--- src/rtl/result_collector_pkg.sv ---
// Shared types and width helpers for the result collector.
package result_collector_pkg;

  localparam int unsigned RES_W = 6;

  typedef enum logic [1:0] {
    StIdle,
    StCollect,
    StReport,
    StReplay
  } state_e;

  // Sum needs log2(depth) extra bits over a sample to hold depth samples without wrap.
  function automatic int unsigned sum_width(input int unsigned depth);
    return $clog2(depth) + RES_W;
  endfunction

  // Count must reach depth itself, hence one bit beyond the index width.
  function automatic int unsigned cnt_width(input int unsigned depth);
    return $clog2(depth) + 1;
  endfunction

endpackage

--- src/rtl/result_lifo.sv ---
// Register stack holding one burst of samples; push on full and pop on empty are no-ops.
module result_lifo
  import result_collector_pkg::*;
#(
  parameter int unsigned DEPTH = 8
) (
  input  logic             clk,
  input  logic             rst,
  input  logic             push,
  input  logic             pop,
  input  logic [RES_W-1:0] din,
  output logic [RES_W-1:0] dout,
  output logic             full,
  output logic             empty
);

  localparam int unsigned IdxW = $clog2(DEPTH);
  localparam int unsigned PtrW = IdxW + 1;

  logic [RES_W-1:0] mem [DEPTH];
  logic [PtrW-1:0]  ptr_q;
  logic [IdxW-1:0]  top_idx;
  logic             push_en;
  logic             pop_en;

  assign full    = (ptr_q == PtrW'(DEPTH));
  assign empty   = (ptr_q == '0);
  assign push_en = push && !full && !pop;
  assign pop_en  = pop && !empty;
  // When full the low bits wrap to 0, so subtracting one still lands on DEPTH-1.
  assign top_idx = ptr_q[IdxW-1:0] - IdxW'(1);
  assign dout    = empty ? '0 : mem[top_idx];

  // Stack pointer: counts stored entries.
  always_ff @(posedge clk or posedge rst) begin
    if (rst) begin
      ptr_q <= '0;
    end else if (push_en) begin
      ptr_q <= ptr_q + PtrW'(1);
    end else if (pop_en) begin
      ptr_q <= ptr_q - PtrW'(1);
    end
  end

  // Storage array; contents after reset are don't-care.
  always_ff @(posedge clk) begin
    if (push_en) begin
      mem[ptr_q[IdxW-1:0]] <= din;
    end
  end

endmodule

--- src/rtl/result_collector.sv ---
// Collects bursts of signed results, reports max/min/sum/count/overflow, then replays newest-first.
module result_collector
  import result_collector_pkg::*;
#(
  parameter int unsigned DEPTH = 8
) (
  input  logic                                 clk,
  input  logic                                 rst,
  input  logic                                 in_valid,
  input  logic signed [RES_W-1:0]              in_result,
  output logic                                 out_valid,
  output logic signed [RES_W-1:0]              out_max,
  output logic signed [RES_W-1:0]              out_min,
  output logic signed [sum_width(DEPTH)-1:0]   out_sum,
  output logic        [cnt_width(DEPTH)-1:0]   out_count,
  output logic                                 out_ovf,
  output logic                                 out_data_valid,
  output logic signed [RES_W-1:0]              out_data
);

  localparam int unsigned SumW = sum_width(DEPTH);
  localparam int unsigned CntW = cnt_width(DEPTH);

  state_e state_q, state_d;

  logic signed [RES_W-1:0] max_q, min_q;
  logic signed [SumW-1:0]  sum_q;
  logic        [CntW-1:0]  count_q;
  logic                    ovf_q;

  logic signed [SumW-1:0]  sample_ext;
  logic                    accept_first, accept_more, drop, push, pop;
  logic                    lifo_full, lifo_empty;
  logic        [RES_W-1:0] lifo_top;

  logic                    out_valid_d, out_ovf_d, out_data_valid_d;
  logic signed [RES_W-1:0] out_max_d, out_min_d, out_data_d;
  logic signed [SumW-1:0]  out_sum_d;
  logic        [CntW-1:0]  out_count_d;

  assign sample_ext   = {{(SumW - RES_W){in_result[RES_W-1]}}, in_result};
  assign accept_first = (state_q == StIdle) && in_valid;
  assign accept_more  = (state_q == StCollect) && in_valid && !lifo_full;
  assign drop         = (state_q == StCollect) && in_valid && lifo_full;
  assign push         = accept_first || accept_more;
  // REPORT pops the first word so replay data lands the cycle after the summary.
  assign pop          = (state_q == StReport) || ((state_q == StReplay) && !lifo_empty);

  result_lifo #(
    .DEPTH(DEPTH)
  ) u_lifo (
    .clk  (clk),
    .rst  (rst),
    .push (push),
    .pop  (pop),
    .din  (in_result),
    .dout (lifo_top),
    .full (lifo_full),
    .empty(lifo_empty)
  );

  // State register.
  always_ff @(posedge clk or posedge rst) begin
    if (rst) begin
      state_q <= StIdle;
    end else begin
      state_q <= state_d;
    end
  end

  // Next-state logic; in_valid outside IDLE/COLLECT is ignored.
  always_comb begin
    state_d = state_q;
    unique case (state_q)
      StIdle:    if (in_valid) state_d = StCollect;
      StCollect: if (!in_valid) state_d = StReport;
      StReport:  state_d = StReplay;
      StReplay:  if (lifo_empty) state_d = StIdle;
      default:   state_d = StIdle;
    endcase
  end

  // Burst statistics; overflowing samples only raise the flag.
  always_ff @(posedge clk or posedge rst) begin
    if (rst) begin
      max_q   <= '0;
      min_q   <= '0;
      sum_q   <= '0;
      count_q <= '0;
      ovf_q   <= 1'b0;
    end else if (accept_first) begin
      max_q   <= in_result;
      min_q   <= in_result;
      sum_q   <= sample_ext;
      count_q <= CntW'(1);
      ovf_q   <= 1'b0;
    end else if (accept_more) begin
      if (in_result > max_q) max_q <= in_result;
      if (in_result < min_q) min_q <= in_result;
      sum_q   <= sum_q + sample_ext;
      count_q <= count_q + CntW'(1);
    end else if (drop) begin
      ovf_q <= 1'b1;
    end
  end

  // Output next values: data fields are zero whenever their strobe is low.
  always_comb begin
    out_valid_d      = 1'b0;
    out_max_d        = '0;
    out_min_d        = '0;
    out_sum_d        = '0;
    out_count_d      = '0;
    out_ovf_d        = 1'b0;
    out_data_valid_d = 1'b0;
    out_data_d       = '0;
    if ((state_q == StCollect) && !in_valid) begin
      out_valid_d = 1'b1;
      out_max_d   = max_q;
      out_min_d   = min_q;
      out_sum_d   = sum_q;
      out_count_d = count_q;
      out_ovf_d   = ovf_q;
    end
    if (pop) begin
      out_data_valid_d = 1'b1;
      out_data_d       = lifo_top;
    end
  end

  // Output registers.
  always_ff @(posedge clk or posedge rst) begin
    if (rst) begin
      out_valid      <= 1'b0;
      out_max        <= '0;
      out_min        <= '0;
      out_sum        <= '0;
      out_count      <= '0;
      out_ovf        <= 1'b0;
      out_data_valid <= 1'b0;
      out_data       <= '0;
    end else begin
      out_valid      <= out_valid_d;
      out_max        <= out_max_d;
      out_min        <= out_min_d;
      out_sum        <= out_sum_d;
      out_count      <= out_count_d;
      out_ovf        <= out_ovf_d;
      out_data_valid <= out_data_valid_d;
      out_data       <= out_data_d;
    end
  end

endmodule

--- config.mk ---
export PLATFORM = sky130hd
export DESIGN_NAME = result_collector
export DESIGN_NICKNAME = d
export VERILOG_FILES = /design/src/rtl/result_collector_pkg.sv /design/src/rtl/result_lifo.sv /design/src/rtl/result_collector.sv
export SDC_FILE = /design/constraint.sdc
export NUM_CORES = 1
export LEC_CHECK = 0
export ABC_CLOCK_PERIOD_IN_PS = 8260
export BUFFER_PORTS_ARGS = -buffer_cell sky130_fd_sc_hd__clkbuf_2
export CAP_MARGIN = 20
export CORE_ASPECT_RATIO = 1.5
export CORE_MARGIN = 2
export CORE_UTILIZATION = 45
export CTS_CLUSTER_DIAMETER = 150
export CTS_CLUSTER_SIZE = 28
export DETAILED_ROUTE_END_ITERATION = 7
export GPL_ROUTABILITY_DRIVEN = 1
export SYNTH_ARGS = -nofsm -noshare
export SYNTH_HDL_FRONTEND = slang
export SYNTH_SLANG_ARGS = --single-unit
--- constraint.sdc ---
create_clock -name clk -period 8.26 [get_ports clk]
set_input_delay 0 -clock clk [delete_from_list [all_inputs] [get_ports clk]]
set_output_delay 0 -clock clk [all_outputs]
set_load 0.005 [all_outputs]
After elaboration in Yosys (flattened, before gate mapping)
Memories as Yosys holds them, arrays and structs flattened. Index checks and enable logic that the tools add are counted.

Flip-flop bits (word level): 66. Memory bits (writable): 48. Input bits: 9. Output and inout bits: 34. Logic and storage cells: 87. Memories kept: 1.

$add $sub $neg: 5. Magnitude comparators: 2. Eq/ne operators: 8. Muxes and demuxes: 30. Reduce and logical (&&, ||, !) cells: 26.

Memories: u_lifo.mem (depth 8, width 6, read ports 1, clocked after Yosys merged registers in 0, write ports 1, line result_lifo.sv:20) `logic [RES_W-1:0] mem [DEPTH];`.

Operators by type and width (count): two-way mux 6 bit (10); two-way mux 9 bit (3); two-way mux 4 bit (5); nonzero test 2 bit (5); adder 9 x 6 -> 9 bit (1); logical AND 1 bit (9); adder 4 x 1 -> 4 bit (second input constant) (2); two-way mux 1 bit (8); one-hot mux 2 bit (4 select lines) (1); > comparator 6 bit (1); less-than comparator 6 bit (1); two-way mux 2 bit (3); inequality test 2 bit (second input constant) (3); AND reduction 2 bit (3); == test 2 bit (second input constant) (2); == test 4 bit (second input constant) (1); logical NOT 1 bit (4); logical NOT 4 bit (1); subtractor 4 x 1 -> 4 bit (second input constant) (1); AND reduction 3 bit (1); subtractor 3 x 1 -> 3 bit (second input constant) (1); == test 2 x 1 -> 1 bit (second input constant) (1); logical NOT 2 bit (1); logical OR 1 bit (2); inequality test 2 x 1 -> 1 bit (second input constant) (1).

Logic depth before layout (Yosys ltp)
Gate-level depths: netlist of run 1.

Depth after elaboration: 8. Mapped depth: 12. Gate-level depth less buffers: 10.

By module
A second synthesis of run 1 with hierarchy kept.

Cells, all modules: 376. Area total of the unflattened synthesis: 5212.5 um2.

Modules (own cells, without submodules): result_collector (times used 1, cells an instance 251, area an instance 2980.4 um2, sequential area each 1551.5 um2); result_lifo (times used 1, cells an instance 125, area an instance 2232.1 um2, sequential area each 1541.5 um2).

Worst setup path after synthesis of run 1
Ideal clock, no wire load.

Path kind: register to register. From: reg u_lifo.ptr_q[0]. To: mem u_lifo.mem[1][0] (enable). Arrival: 2.485 ns. Setup slack: 5.398 ns. Stages on the path, launching flop included: 10. Buffers on the path: 2. Cell sequence: dfrtp_1 buf_2 buf_2 inv_1 ha_1 nand3b_4 a21o_1 nand4_2 or2_2 nor3_1.

Cells in the longest elaborated chain, start to end: 8. Elaborated cells between the ends (all ways): 13. Those cells by class: eq/ne: 1; mux: 2; reduce/logical: 10.

Ends and longest elaborated chain: start, declared (line result_lifo.sv:21) `logic [PtrW-1:0] ptr_q;`; start signal, assigned (line result_lifo.sv:39) `ptr_q <= ptr_q + PtrW'(1);`; start signal, assigned (line result_lifo.sv:41) `ptr_q <= ptr_q - PtrW'(1);`; == test 4 bit / logical NOT 4 bit (equally long branches) (line result_lifo.sv:26, result_lifo.sv:27); logical NOT 1 bit (on tied branches) (line result_lifo.sv:28, result_collector.sv:43, result_collector.sv:47); logical AND 1 bit (on tied branches) (line result_collector.sv:43, result_collector.sv:47); logical OR 1 bit (on tied branches) (line result_collector.sv:45, result_collector.sv:47); logical AND 1 bit / logical NOT 1 bit (equally long branches) (line result_lifo.sv:28) `assign push_en = push && !full && !pop;`; logical AND 1 bit (line result_lifo.sv:28); two-way mux 1 bit (line result_lifo.sv:47) `if (push_en) begin`; two-way mux 1 bit (implied by the code) (line result_lifo.sv:48) `mem[ptr_q[IdxW-1:0]] <= din;`; end, declared (line result_lifo.sv:20).

Several ways; a longest one is shown, not always the timed one.

Worst setup path in the final report of run 1
Same ends and word-level chain as after synthesis.

==> load_flow_metrics.sql, run 1 <==
INSERT INTO impl_metrics (metric_group, metric, value, unit) VALUES
('clock_tree', 'ctsResizeCount', '0', ''),
('placed_design', 'globalplace.congestion', '0.786', ''),
('placed_design', 'input_output_buffers', '42', ''),
('pwr', 'cellPowerDensity', '384', 'mW/mm^2'),
('critical_path', 'cp.arrival', '3430', 'ps'),
('die', 'die_h', '134', 'um'),
('synthesis', 'yosys_register_bits', '114', ''),
('final_layout', 'final_nets', '454', ''),
('timing', 'post-route-period-util', '41.0', '%'),
('die', 'ios', '43', ''),
('clock_tree', 'cts.reportedPaths.clkPinSlew', '50', 'ps'),
('critical_path', 'worst_setup_path_startpoint', 'u_lifo.ptr_q[0]$_DFFE_PP0P_', ''),
('global_route', 'antenna_found_initial', '0', ''),
('detailed_routing', 'initialDrtViolationCount', '125', ''),
('global_route', 'grt_start_max_net_pins', '67', ''),
('critical_path', 'rrSetupSlack', '4870', 'ps'),
('detailed_routing', 'detailedRoute.firstPassIterationCount', '4', ''),
('final_layout', 'stdcell_count', '574', ''),
('synthesis', 'post_synth_num_cell_types', '44', ''),
('detailed_routing', 'via_per_inst', '5.25', ''),
('final_layout', 'mostFrequentLayoutCells', 'sky130_fd_sc_hd__dfrtp_1, sky130_fd_sc_hd__edfxtp_1, sky130_fd_sc_hd__clkbuf_2', ''),
('timing', 'timing.final.crit_period', '3390', 'ps'),
('detailed_routing', 'drcViolationCount', '0', ''),
('final_layout', 'layout-drive-gt1-share', '25.1', '%'),
('critical_path', 'setup.worst_path.start_class', 'register', ''),
('job', 'max-cap-violations', '0', ''),
('die', 'start_util', '46.1', '%'),
('critical_path', 'critPathKind', 'reg -> reg', ''),
('worst_hold_path', 'hold_path.class', 'in -> reg', ''),
('clock_tree', 'cts_tree', 'done', ''),
('timing', 'max-slew-margin-rel', '40.3', '%'),
('synthesis', 'yosysWarnings', '0', ''),
('detailed_routing', 'final_wirelength', '10.2', 'mm'),
('die', 'die_outline_area', '0.0121', 'sq mm'),
('timing', 'final.setup.tns', '0', 'ps'),
('critical_path', 'critical_path.endpoint_type', 'register', ''),
('global_route', 'grt_usage', '18.4', '%'),
('global_route', 'global_route_wire_length_before_repair', '16.7', 'mm'),
('synthesis', 'postSynthNetCount', '399', ''),
('placed_design', 'detailed_place_hpwl', '6.98', 'mm'),
('clock_tree', 'buffer_type_at_the_clock_tree_root', 'sky130_fd_sc_hd__clkbuf_16', ''),
('critical_path', 'crit_required', '8300', 'ps'),
('timing', 'timing_worst_slew_pin_value', '895', 'ps'),
('critical_path', 'crit-reg2reg-launch', 'u_lifo.ptr_q[0]$_DFFE_PP0P_', ''),
('critical_path', 'worst-r2r-cell-count', '7', ''),
('synthesis', 'post_synth.cell_area_avg', '14.1', 'sq um'),
('clock_tree', 'numCtsBuffers', '17', ''),
('timing', 'max_clock_freq', '295', 'MHz'),
('synthesis', 'yosysSeqAreaShare', '61.1', '%'),
('pwr', 'leakage', '2.66', 'nW'),
('clock_tree', 'cts_htree_levels', '4', ''),
('clock_tree', 'clock_path_buffers', '2', ''),
('die', 'row_count', '47', ''),
('final_layout', 'fillerInstances', '947', ''),
('clock_tree', 'worstSkewPairLatency', '410', 'ps'),
('timing', 'clock_skew', '5.95', 'ps'),
('global_route', 'first_global_vias', '3253', ''),
('global_route', 'grt_overflow', '0', ''),
('final_layout', 'areaGrowthSynthToFinish', '18.5', '%'),
('detailed_routing', 'ant_nets', '0', ''),
('status', 'run_status', 'finished, final reports clean', ''),
('critical_path', 'critical_path_peak_fanout', '16', ''),
('clock_tree', 'clock_sink_count', '114', ''),
('synthesis', 'syn-instance-count', '359', ''),
('die', 'fp.coreArea', '0.0110', 'sq mm'),
('timing', 'final_max_slew_viol_count', '0', ''),
('die', 'horizontal_die_dimension', '90.6', 'um'),
('detailed_routing', 'dr_total_vias', '3012', ''),
('placed_design', 'dp_cells', '541', ''),
('final_layout', 'post-route-util', '54.6', '%'),
('critical_path', 'crit_path_end', 'u_lifo.mem[1][0]$_DFFE_PP_', ''),
('critical_path', 'timing.rr.end', 'u_lifo.mem[1][0]$_DFFE_PP_', ''),
('synthesis', 'synth_area', '0.00507', 'sq mm'),
('detailed_routing', 'wire_per_inst', '17.8', 'um'),
('timing', 'final_hold_viol_count', '0', ''),
('timing', 'rsz0062_at_grt', 'no', ''),
('final_layout', 'diodes', '0', ''),
('timing', 'setup_viol', '0', ''),
('pwr', 'vdd.ir_drop.worst', '0.000157', 'V'),
('final_layout', 'layout_commonest_cell', 'sky130_fd_sc_hd__dfrtp_1', ''),
('worst_hold_path', 'hold-path-cell-count', '3', '');
worst max-delay path: stages (launching register included):
cell and delay, ps:
sky130_fd_sc_hd__dfrtp_1 920, sky130_fd_sc_hd__inv_1 220, sky130_fd_sc_hd__ha_1 330, sky130_fd_sc_hd__nand3b_4 120
sky130_fd_sc_hd__a21o_1 150, sky130_fd_sc_hd__nand4_2 230, sky130_fd_sc_hd__or2_2 400, sky130_fd_sc_hd__nor3_1 650
per-stage QoR:
stage                     worst slack, ps  instance area (sq um)  power, mW  hold slack, ps
after floorplan                      5400                   5070       1.43            98.9
after global placement               5030                   5430       1.61             288
after detailed placement             4830                   5430       1.63             304
after CTS                            4830                   6010       2.33            21.6
after global routing                 4610                   6010       2.46            99.5
final                                4870                   6010       2.30            30.2
worst min path at each step:
stage	startpoint	end	slack [ps]
after floorplan	in_result[0]	u_lifo.mem[0][0]$_DFFE_PP_	100
after global placement	rst	out_data_valid$_DFF_PP0_	290
after detailed placement	rst	out_data_valid$_DFF_PP0_	300
after CTS	in_valid	ovf_q$_DFFE_PP0P_	20
after global routing	in_valid	ovf_q$_DFFE_PP0P_	100
final	in_valid	ovf_q$_DFFE_PP0P_	30
where the power goes:
part | internal, mW | switching (mW) | total (mW) | leakage (nW)
clock network | 0.446 | 0.245 | 0.691 | 0.274
registers | 0.725 | 0.106 | 0.831 | 1.29
logic | 0.387 | 0.396 | 0.783 | 1.10
sequential cells by signal, summed over array words and instances, names as in the netlist:
signal and flops:
out_count 4, out_data_valid 1, out_min 6, state_q 2, ovf_q 1, u_lifo.ptr_q 4
out_data 6, out_ovf 1, out_sum 9, max_q 6, out_max 6, min_q 6
out_valid 1, count_q 4, sum_q 9, u_lifo.mem 48
cell type report:
cell class / instances / area [sq um] / area share (%)
clock buffers: 20 / 447 / 7.44
clock inverters: 12 / 116 / 1.94
inverters: 21 / 78.8 / 1.31
multi-input cells: 215 / 1850 / 30.8
flip-flops and latches: 114 / 3090 / 51.5
well taps: 147 / 184 / 3.06
repair buffers: 45 / 235 / 3.92
cell families after synthesis:
group | Yosys count | synth area share, %
xor gates and xnor gates | 14 | 2.42
and+or+nand+nor | 81 | 9.09
buffers and inverters | 30 | 2.40
adders and majority gates | 31 | 7.95
AOI/OAI and AO/OA | 56 | 7.29
muxes | 33 | 9.80
DFF | 114 | 61.1
routing by layer:
metal / part of all wire [%] / GRT usage, % / routed length (um)
met1: 38 / 18.9 / 3830
met2: 57 / 34.7 / 5820
met3: 2.5 / 4.33 / 257
met4: 3.0 / 8.80 / 305
met5: 0 / 0 / 0
cell usage after synthesis (all sizes together):
cell	count	area share, %
a2111oi	1	0.30
a211o	1	0.17
a211oi	2	0.30
a21o	4	0.59
a21oi	12	1.2
a222oi	2	0.40
a22o	1	0.17
a22oi	3	0.44
a31oi	2	0.25
and2	29	3.6
and3	2	0.25
buf	5	0.54
clkbuf	4	0.30
dfrtp	66	33
edfxtp	48	28
fa	2	0.79
ha	29	7.2
inv	21	1.6
mux2	13	2.9
mux2i	8	1.6
mux4	12	5.3
nand2	9	0.67
nand2b	7	1.0
nand3	3	0.30
nand3b	1	0.40
nand4	3	0.49
nor2	18	1.3
nor2b	2	0.25
nor3	5	0.49
nor3b	1	0.15
o211ai	1	0.15
o21ai	20	2.3
o21bai	3	0.44
o22ai	4	0.62
or2	1	0.12
xnor2	5	0.86
xor2	9	1.6
what timing repair did:
item | in CTS | in global routing
hold endpoints to repair | 66 | 0
setup buffers | 0 | 0
hold buffers | 1 | 0
(Power assumes the default switching activity.)
==> inputs of run 2 (changes only) <==
--- a/config.mk
+++ b/config.mk
@@ -5,7 +5,8 @@
 export SDC_FILE = /design/constraint.sdc
 export NUM_CORES = 1
 export LEC_CHECK = 0
-export ABC_CLOCK_PERIOD_IN_PS = 8260
+export ABC_AREA = 1
+export ABC_CLOCK_PERIOD_IN_PS = 2700
 export BUFFER_PORTS_ARGS = -buffer_cell sky130_fd_sc_hd__clkbuf_2
 export CAP_MARGIN = 20
 export CORE_ASPECT_RATIO = 1.5
@@ -15,6 +16,7 @@
 export CTS_CLUSTER_SIZE = 28
 export DETAILED_ROUTE_END_ITERATION = 7
 export GPL_ROUTABILITY_DRIVEN = 1
+export PLACE_DENSITY = 0.65
 export SYNTH_ARGS = -nofsm -noshare
 export SYNTH_HDL_FRONTEND = slang
 export SYNTH_SLANG_ARGS = --single-unit
==> constraint.sdc (replaced) <==
create_clock -name clk -period 2.7 [get_ports clk]
set_input_delay 0 -clock clk [delete_from_list [all_inputs] [get_ports clk]]
set_output_delay 0 -clock clk [all_outputs]
set_load 0.005 [all_outputs]
==> run 2 against run 1 <==
Effect of this change:
- wire length rose by 15%
- clock power rose to 3.1 times the previous value
- fmax rose by 41%
- critical endpoint is now u_lifo.ptr_q[3]$_DFFE_PP0P_
- clock skew rose by 4.6 ps
- combinational power rose to 3.8 times the previous value
- first-iteration DRC count rose by 30%
- design area rose by 5.0%
- critical path depth rose by 7
- die area rose by 4.4%
==> load_flow_metrics.sql, run 2 <==
INSERT INTO impl_metrics (metric_group, metric, value, unit) VALUES
('status', 'run_status', 'finished, final reports clean', ''),
('global_route', 'first_global_vias', '4137', ''),
('clock_tree', 'ctsResizeCount', '0', ''),
('timing', 'final_hold_viol_count', '0', ''),
('placed_design', 'globalplace.congestion', '0.900', ''),
('pwr', 'vdd.ir_drop.worst', '0.000543', 'V'),
('placed_design', 'dp_cells', '719', ''),
('synthesis', 'netlist.area_leader.share', '31.2', '%'),
('timing', 'rsz0062_at_grt', 'no', ''),
('critical_path', 'cp.arrival', '2700', 'ps'),
('critical_path', 'crit_required', '2990', 'ps'),
('die', 'die_outline_area', '0.0127', 'sq mm'),
('synthesis', 'yosys_register_bits', '114', ''),
('timing', 'setup_viol', '0', ''),
('critical_path', 'timing.critical_path.cells', 'inv_1 > ha_1 > nand3_2 > a21oi_4 > nand3_4 > ha_1 > nand2_1 > nand2_1 > a31oi_1 > inv_1 > nand2_1 > nand2_1 > nand2_1 > nand2_1', ''),
('critical_path', 'critPathKind', 'reg -> reg', ''),
('final_layout', 'layout-drive-gt1-share', '18.3', '%'),
('critical_path', 'critical_path.endpoint_type', 'register', ''),
('detailed_routing', 'detailedRoute.firstPassIterationCount', '4', ''),
('die', 'ios', '43', ''),
('timing', 'max_clock_freq', '415', 'MHz'),
('clock_tree', 'cts.reportedPaths.clkPinSlew', '60', 'ps'),
('synthesis', 'synth_area', '0.00530', 'sq mm'),
('timing', 'final.setup.tns', '0', 'ps'),
('final_layout', 'areaGrowthSynthToFinish', '19.0', '%'),
('synthesis', 'synth_enable_flop_cells', '48', ''),
('timing', 'final_max_slew_viol_count', '0', ''),
('critical_path', 'worst-r2r-cell-count', '14', ''),
('pwr', 'cellPowerDensity', '1200', 'mW/mm^2'),
('synthesis', 'yosysWarnings', '0', ''),
('timing', 'clock_skew', '10.6', 'ps'),
('global_route', 'grt_start_max_net_pins', '29', ''),
('timing', 'max-slew-margin-rel', '57.9', '%'),
('clock_tree', 'worstSkewPairLatency', '410', 'ps'),
('synthesis', 'post_synth_num_cell_types', '34', ''),
('global_route', 'antenna_found_initial', '0', ''),
('clock_tree', 'buffer_type_at_the_clock_tree_root', 'sky130_fd_sc_hd__clkbuf_16', ''),
('timing', 'timing_worst_slew_pin_value', '632', 'ps'),
('synthesis', 'synth_top_area_cell', 'sky130_fd_sc_hd__dfrtp_1', ''),
('detailed_routing', 'ant_nets', '0', ''),
('die', 'start_util', '46.2', '%'),
('final_layout', 'mostFrequentLayoutCells', 'sky130_fd_sc_hd__nand2_1, sky130_fd_sc_hd__nor2_1, sky130_fd_sc_hd__dfrtp_1', ''),
('pwr', 'leakage', '2.97', 'nW'),
('clock_tree', 'cts_tree', 'done', ''),
('placed_design', 'dpl_worst_slack', '306', 'ps'),
('global_route', 'grt_overflow', '0', ''),
('detailed_routing', 'via_per_inst', '5.05', ''),
('critical_path', 'timing.critical_path.mode_cell', 'sky130_fd_sc_hd__nand2_1', ''),
('critical_path', 'critical_path_peak_fanout', '6', ''),
('timing', 'timing.final.crit_period', '2410', 'ps'),
('clock_tree', 'numCtsBuffers', '17', ''),
('placed_design', 'detailed_place_hpwl', '8.34', 'mm'),
('final_layout', 'diodes', '0', ''),
('final_layout', 'fillerInstances', '999', ''),
('clock_tree', 'cts_setup_buffers', '0', ''),
('die', 'fp.coreArea', '0.0115', 'sq mm'),
('synthesis', 'syn-instance-count', '527', ''),
('timing', 'fin_ws', '290', 'ps'),
('clock_tree', 'clock_sink_count', '114', ''),
('worst_hold_path', 'hold_path.class', 'in -> reg', ''),
('die', 'die_h', '137', 'um'),
('worst_hold_path', 'hold-path-cell-count', '3', ''),
('synthesis', 'postSynthNetCount', '567', ''),
('synthesis', 'synth_top_flop_cell', 'sky130_fd_sc_hd__dfrtp_1', ''),
('clock_tree', 'post_cts_hold_buffer_count', '1', ''),
('detailed_routing', 'wire_per_inst', '15.6', 'um'),
('clock_tree', 'clock_path_buffers', '2', ''),
('global_route', 'global_route_wire_length_before_repair', '19.4', 'mm'),
('synthesis', 'most_repeated_cell_in_the_gate_level_netlist_after_synthesis', 'sky130_fd_sc_hd__nand2_1', ''),
('job', 'max-cap-violations', '0', ''),
('synthesis', 'post_synth.cell_area_avg', '10.1', 'sq um'),
('die', 'horizontal_die_dimension', '92.6', 'um'),
('synthesis', 'synth_top_cells_by_area', 'sky130_fd_sc_hd__dfrtp_1, sky130_fd_sc_hd__edfxtp_1, sky130_fd_sc_hd__ha_1, sky130_fd_sc_hd__nand2_1, sky130_fd_sc_hd__nor2_1', ''),
('global_route', 'grt_usage', '20.2', '%'),
('critical_path', 'setup.worst_path.start_class', 'register', ''),
('synthesis', 'synth_async_sr_flop_share', '57.9', '%'),
('timing', 'post-route-period-util', '89.3', '%'),
('final_layout', 'layout_commonest_cell', 'sky130_fd_sc_hd__nand2_1', ''),
('detailed_routing', 'initialDrtViolationCount', '163', ''),
('detailed_routing', 'drcViolationCount', '0', ''),
('final_layout', 'number_of_flip_flops_under_the_largest_register_name', '48', ''),
('critical_path', 'cp_slowest_stage_delay', '440', 'ps'),
('final_layout', 'final_nets', '629', ''),
('synthesis', 'yosysSeqAreaShare', '58.4', '%'),
('synthesis', 'synth_top_cells_by_count', 'sky130_fd_sc_hd__nand2_1, sky130_fd_sc_hd__nor2_1, sky130_fd_sc_hd__dfrtp_1', ''),
('clock_tree', 'cts_htree_levels', '4', ''),
('detailed_routing', 'final_wirelength', '11.7', 'mm'),
('die', 'row_count', '48', ''),
('final_layout', 'stdcell_count', '752', ''),
('placed_design', 'input_output_buffers', '42', ''),
('detailed_routing', 'dr_total_vias', '3795', ''),
('critical_path', 'slowest_stage', 'sky130_fd_sc_hd__dfrtp_1', '');
[run 2: logic make-up (layout without fill, tap and decap cells)]
logic type | Yosys count | after routing | synth area share [%]
DFF | 114 | 114 | 58.4
AOI/OAI and AO/OA | 82 | 82 | 8.95
adders and majority gates | 31 | 31 | 7.60
and+or+nand+nor | 220 | 220 | 18.4
xor gates and xnor gates | 7 | 7 | 1.30
buffers and inverters | 73 | 148 | 5.36
[run 2: worst paths after layout]
path / slack (ps) / start / end
max: 290 / u_lifo.ptr_q[1]$_DFFE_PP0P_ / u_lifo.ptr_q[3]$_DFFE_PP0P_
min reg2reg: 510 / min_q[2]$_DFFE_PP0P_ / min_q[2]$_DFFE_PP0P_
min: 10 / in_result[0] / max_q[0]$_DFFE_PP0P_
min in group asynchronous: 200 / rst / ovf_q$_DFFE_PP0P_
max in group asynchronous: 1760 / rst / max_q[1]$_DFFE_PP0P_
max reg2reg: 290 / u_lifo.ptr_q[1]$_DFFE_PP0P_ / u_lifo.ptr_q[3]$_DFFE_PP0P_
[run 2: critical path, delay by kind of cell, from the launching register on]
kind | cells | cell delay, ps
and+or+nand+nor | 8 | 630
DFF | 1 | 440
buffers and inverters | 2 | 210
adders and majority gates | 2 | 600
AOI/OAI and AO/OA | 2 | 400
[run 2: cell type report]
| cell class | count | area, sq um | area share, % |
|---|---|---|---|
| multi-input cells | 340 | 1920 | 30.5 |
| clock inverters | 14 | 129 | 2.04 |
| clock buffers | 18 | 439 | 6.96 |
| well taps | 150 | 188 | 2.98 |
| inverters | 62 | 233 | 3.69 |
| repair buffers | 54 | 303 | 4.80 |
| flip-flops and latches | 114 | 3090 | 49.0 |
[run 2: metrics by stage]
step	cell area, sq um	total power [mW]	utilization [%]	hold WS (ps)
2_1_floorplan	5300	4.64	-	98.9
3_3_place_gp	5730	5.37	49.9	79.9
3_5_place_dp	5730	5.49	49.9	84.7
4_1_cts	6310	7.63	55.0	22.9
5_1_grt	6310	8.14	55.0	52.1
6_report	6310	7.54	55.0	13.5
[run 2: power breakdown]
part	internal, mW	total, mW	switching (mW)
Sequential	2.21	2.42	0.211
Combinational	1.11	3.00	1.90
Clock	1.30	2.11	0.814
Total	4.62	7.54	2.92
[run 2: routing by layer]
metal	part of all wire (%)	wire (um)	up-vias	global-route usage [%]
met3	3.6	418	17	5.12
met1	37	4340	1854	19.4
met4	2.3	265	0	10.0
li1	-	-	1861	-
met2	57	6680	63	39.1
met5	0	0	-	0
==> inputs of run 3 (changes only) <==
--- a/config.mk
+++ b/config.mk
@@ -19,4 +19,5 @@
 export PLACE_DENSITY = 0.65
 export SYNTH_ARGS = -nofsm -noshare
 export SYNTH_HDL_FRONTEND = slang
+export SYNTH_HIERARCHICAL = 1
 export SYNTH_SLANG_ARGS = --single-unit
==> run 3 against run 2 <==
Effect of this change:
- sequential power is essentially flat
- fmax shrank 5.5%
- non-clock buffer count shrank 1
- critical path type unchanged
- wire length grew 2.4%
- power grew 7.4%
- clock power grew 12%
- worst setup slack lost 140 ps
==> load_flow_metrics.sql, run 3 <==
INSERT INTO impl_metrics (metric_group, metric, value, unit) VALUES
('clock_tree', 'cts.reportedPaths.clkPinSlew', '50', 'ps'),
('critical_path', 'critical_path_peak_fanout', '8', ''),
('synthesis', 'synth_top_flop_cell', 'sky130_fd_sc_hd__dfrtp_1', ''),
('clock_tree', 'cts_htree_levels', '4', ''),
('critical_path', 'slowest_stage', 'sky130_fd_sc_hd__dfrtp_2', ''),
('global_route', 'antenna_found_initial', '0', ''),
('critical_path', 'cp_slowest_stage_delay', '450', 'ps'),
('die', 'row_count', '49', ''),
('critical_path', 'setup.worst_path.start_class', 'register', ''),
('final_layout', 'layout-drive-gt1-share', '16.9', '%'),
('synthesis', 'yosys_register_bits', '114', ''),
('synthesis', 'syn-instance-count', '588', ''),
('timing', 'clock_skew', '7.72', 'ps'),
('detailed_routing', 'detailroute.wirelength.met3', '440', 'um'),
('critical_path', 'timing.critical_path.mode_cell', 'sky130_fd_sc_hd__inv_1', ''),
('detailed_routing', 'ant_nets', '0', ''),
('detailed_routing', 'top_signal_layer_used', 'met4', ''),
('detailed_routing', 'wire_per_inst', '14.7', 'um'),
('final_layout', 'diodes', '0', ''),
('detailed_routing', 'drcViolationCount', '0', ''),
('final_layout', 'layout_commonest_cell', 'sky130_fd_sc_hd__nand2_1', ''),
('synthesis', 'synth_async_sr_flop_share', '57.9', '%'),
('critical_path', 'critical_path.endpoint_type', 'register', ''),
('pwr', 'leakage', '3.22', 'nW'),
('placed_design', 'globalplace.congestion', '0.878', ''),
('timing', 'final.setup.tns', '0', 'ps'),
('detailed_routing', 'detailedRoute.firstPassIterationCount', '6', ''),
('timing', 'final_max_slew_viol_count', '0', ''),
('pwr', 'cellPowerDensity', '1240', 'mW/mm^2'),
('final_layout', 'areaGrowthSynthToFinish', '20.0', '%'),
('final_layout', 'number_of_flip_flops_under_the_largest_register_name', '48', ''),
('timing', 'max-slew-margin-rel', '63.2', '%'),
('global_route', 'grt_usage', '19.8', '%'),
('timing', 'rsz0062_at_grt', 'no', ''),
('synthesis', 'synth_top_cells_by_count', 'sky130_fd_sc_hd__nand2_1, sky130_fd_sc_hd__nor2_1, sky130_fd_sc_hd__inv_1', ''),
('placed_design', 'detailed_place_hpwl', '8.50', 'mm'),
('timing', 'final_hold_viol_count', '0', ''),
('synthesis', 'yosysSeqAreaShare', '56.8', '%'),
('detailed_routing', 'dr_total_vias', '4053', ''),
('status', 'run_status', 'finished, final reports clean', ''),
('synthesis', 'post_synth_num_cell_types', '33', ''),
('timing', 'post-route-period-util', '94.5', '%'),
('die', 'fp.coreArea', '0.0119', 'sq mm'),
('synthesis', 'post_synth.cell_area_avg', '9.26', 'sq um'),
('final_layout', 'mostFrequentLayoutCells', 'sky130_fd_sc_hd__nand2_1, sky130_fd_sc_hd__nor2_1, sky130_fd_sc_hd__inv_1', ''),
('detailed_routing', 'met2_wirelength', '6.50', 'mm'),
('detailed_routing', 'final_wirelength', '12.0', 'mm'),
('clock_tree', 'clock_path_buffers', '2', ''),
('die', 'die_outline_area', '0.0130', 'sq mm'),
('worst_hold_path', 'hold_path.class', 'in -> async', ''),
('placed_design', 'input_output_buffers', '42', ''),
('critical_path', 'crit_required', '2780', 'ps'),
('critical_path', 'cp.arrival', '2630', 'ps'),
('critical_path', 'timing.critical_path.cells', 'inv_1 > ha_2 > nand3_4 > inv_1 > inv_1 > a21oi_2 > inv_1 > nor2_1 > nand2_2 > inv_1 > nand2_1 > nor2_2', ''),
('synthesis', 'netlist.area_leader.share', '30.3', '%'),
('critical_path', 'cp.buffers_inverters', '5', ''),
('timing', 'finalHoldWorstSlack', '45.0', 'ps'),
('die', 'start_util', '45.8', '%'),
('synthesis', 'synth_top_area_cell', 'sky130_fd_sc_hd__dfrtp_1', ''),
('global_route', 'grt_start_max_net_pins', '35', ''),
('clock_tree', 'clock_sink_count', '114', ''),
('synthesis', 'yosysWarnings', '6', ''),
('pwr', 'vdd.ir_drop.worst', '0.000614', 'V'),
('clock_tree', 'numCtsBuffers', '17', ''),
('timing', 'timing_worst_slew_pin_value', '551', 'ps'),
('global_route', 'global_route_wire_length_before_repair', '19.5', 'mm'),
('critical_path', 'crit-reg2reg-launch', 'u_lifo/ptr_q[1]$_DFFE_PP0P_', ''),
('critical_path', 'critPathKind', 'reg -> reg', ''),
('clock_tree', 'cts_tree', 'done', ''),
('detailed_routing', 'via_per_inst', '4.98', ''),
('die', 'ios', '43', ''),
('critical_path', 'worst_setup_path_startpoint', 'u_lifo/ptr_q[1]$_DFFE_PP0P_', ''),
('synthesis', 'synth_area', '0.00544', 'sq mm'),
('synthesis', 'postSynthNetCount', '627', ''),
('global_route', 'grt_overflow', '0', ''),
('final_layout', 'final_nets', '687', ''),
('die', 'horizontal_die_dimension', '93.8', 'um'),
('global_route', 'first_global_vias', '4088', ''),
('timing', 'setup_viol', '0', ''),
('detailed_routing', 'wl_met1', '4.63', 'mm'),
('timing', 'max_clock_freq', '392', 'MHz'),
('clock_tree', 'worstSkewPairLatency', '410', 'ps'),
('job', 'max-cap-violations', '0', ''),
('detailed_routing', 'initialDrtViolationCount', '144', ''),
('clock_tree', 'buffer_type_at_the_clock_tree_root', 'sky130_fd_sc_hd__clkbuf_16', ''),
('synthesis', 'most_repeated_cell_in_the_gate_level_netlist_after_synthesis', 'sky130_fd_sc_hd__nand2_1', ''),
('synthesis', 'synth_enable_flop_cells', '48', ''),
('critical_path', 'largest_delay_contributor_family_on_the_critical_path', 'simple AND/OR/NAND/NOR gates', ''),
('clock_tree', 'cts_setup_buffers', '0', ''),
('die', 'die_h', '139', 'um'),
('synthesis', 'synth_top_cells_by_area', 'sky130_fd_sc_hd__dfrtp_1, sky130_fd_sc_hd__edfxtp_1, sky130_fd_sc_hd__nand2_1, sky130_fd_sc_hd__nor2_1, sky130_fd_sc_hd__ha_1', ''),
('final_layout', 'fillerInstances', '1080', ''),
('timing', 'timing.final.crit_period', '2550', 'ps');
==> run 3: cells by family after synthesis <==
family / Yosys count / synth area share [%]
AOI/OAI and AO/OA: 46 / 5.03
xor gates and xnor gates: 5 / 0.805
adders and majority gates: 30 / 7.17
buffers and inverters: 101 / 7.47
DFF: 114 / 56.8
and+or+nand+nor: 292 / 22.7
==> run 3: per-layer routing <==
layer / global-route usage (%) / vias to the layer above
li1: - / 1998
met5: 0 / -
met3: 4.29 / 29
met1: 21.1 / 1933
met4: 10.1 / 0
met2: 35.7 / 93
==> run 3: worst min-delay path, cell delays in order <==
cell and delay (ps):
sky130_fd_sc_hd__dlygate4sd3_1 530, sky130_fd_sc_hd__clkbuf_2 130, sky130_fd_sc_hd__inv_1 150
==> run 3: cell type report <==
class	instances	area, sq um	share of cell area [%]
Sequential cell	114	3090	47.4
Multi-Input combinational cell	373	1990	30.4
Clock buffer	18	429	6.57
Inverter	89	334	5.11
Timing Repair Buffer	53	298	4.56
Clock inverter	14	201	3.08
Tap cell	153	191	2.93
==> run 3: path summary, 6_finish.rpt <==
kind                                                    end  slack [ps]  cells after the start
worst min-delay path            u_lifo/ptr_q[1]$_DFFE_PP0P_          40                      3
worst max-delay path             u_lifo/mem[4][0]$_DFFE_PP_         150                     12
max in group asynchronous              max_q[4]$_DFFE_PP0P_        1800                      4
min in group clk                       max_q[0]$_DFFE_PP0P_          50                      3
worst min register to register       count_q[3]$_DFFE_PP0P_         480                      1
worst max register to register   u_lifo/mem[4][0]$_DFFE_PP_         150                     12
==> run 3: report_power, final <==
group / switching (mW) / internal, mW / leakage [nW]
clock network: 0.812 / 1.56 / 0.302
registers: 0.205 / 2.22 / 1.29
logic: 2.12 / 1.19 / 1.63
total: 3.14 / 4.96 / 3.22
==> run 3: per-stage QoR <==
step | total power [mW] | utilization (%) | setup WS (ps) | instances | cell area (sq um)
floorplan | 4.84 | - | 12.9 | 588 | 5450
CTS | 8.07 | 54.6 | -4.12 | 814 | 6500
global placement | 5.58 | 49.1 | 124 | 780 | 5840
finish | 8.10 | 54.9 | 149 | 814 | 6530
global route | 8.69 | 54.9 | 1.03 | 814 | 6530
detailed placement | 5.67 | 49.1 | -1.67 | 780 | 5840
==> run 3: timing repair <==
action / 4_1_cts / 5_1_grt
hold endpoints to repair: 30 / 0
setup endpoints to repair: 6 / 49
cloned: 0 / 0
resized for setup: 1 / 11
hold buffers: 2 / 0
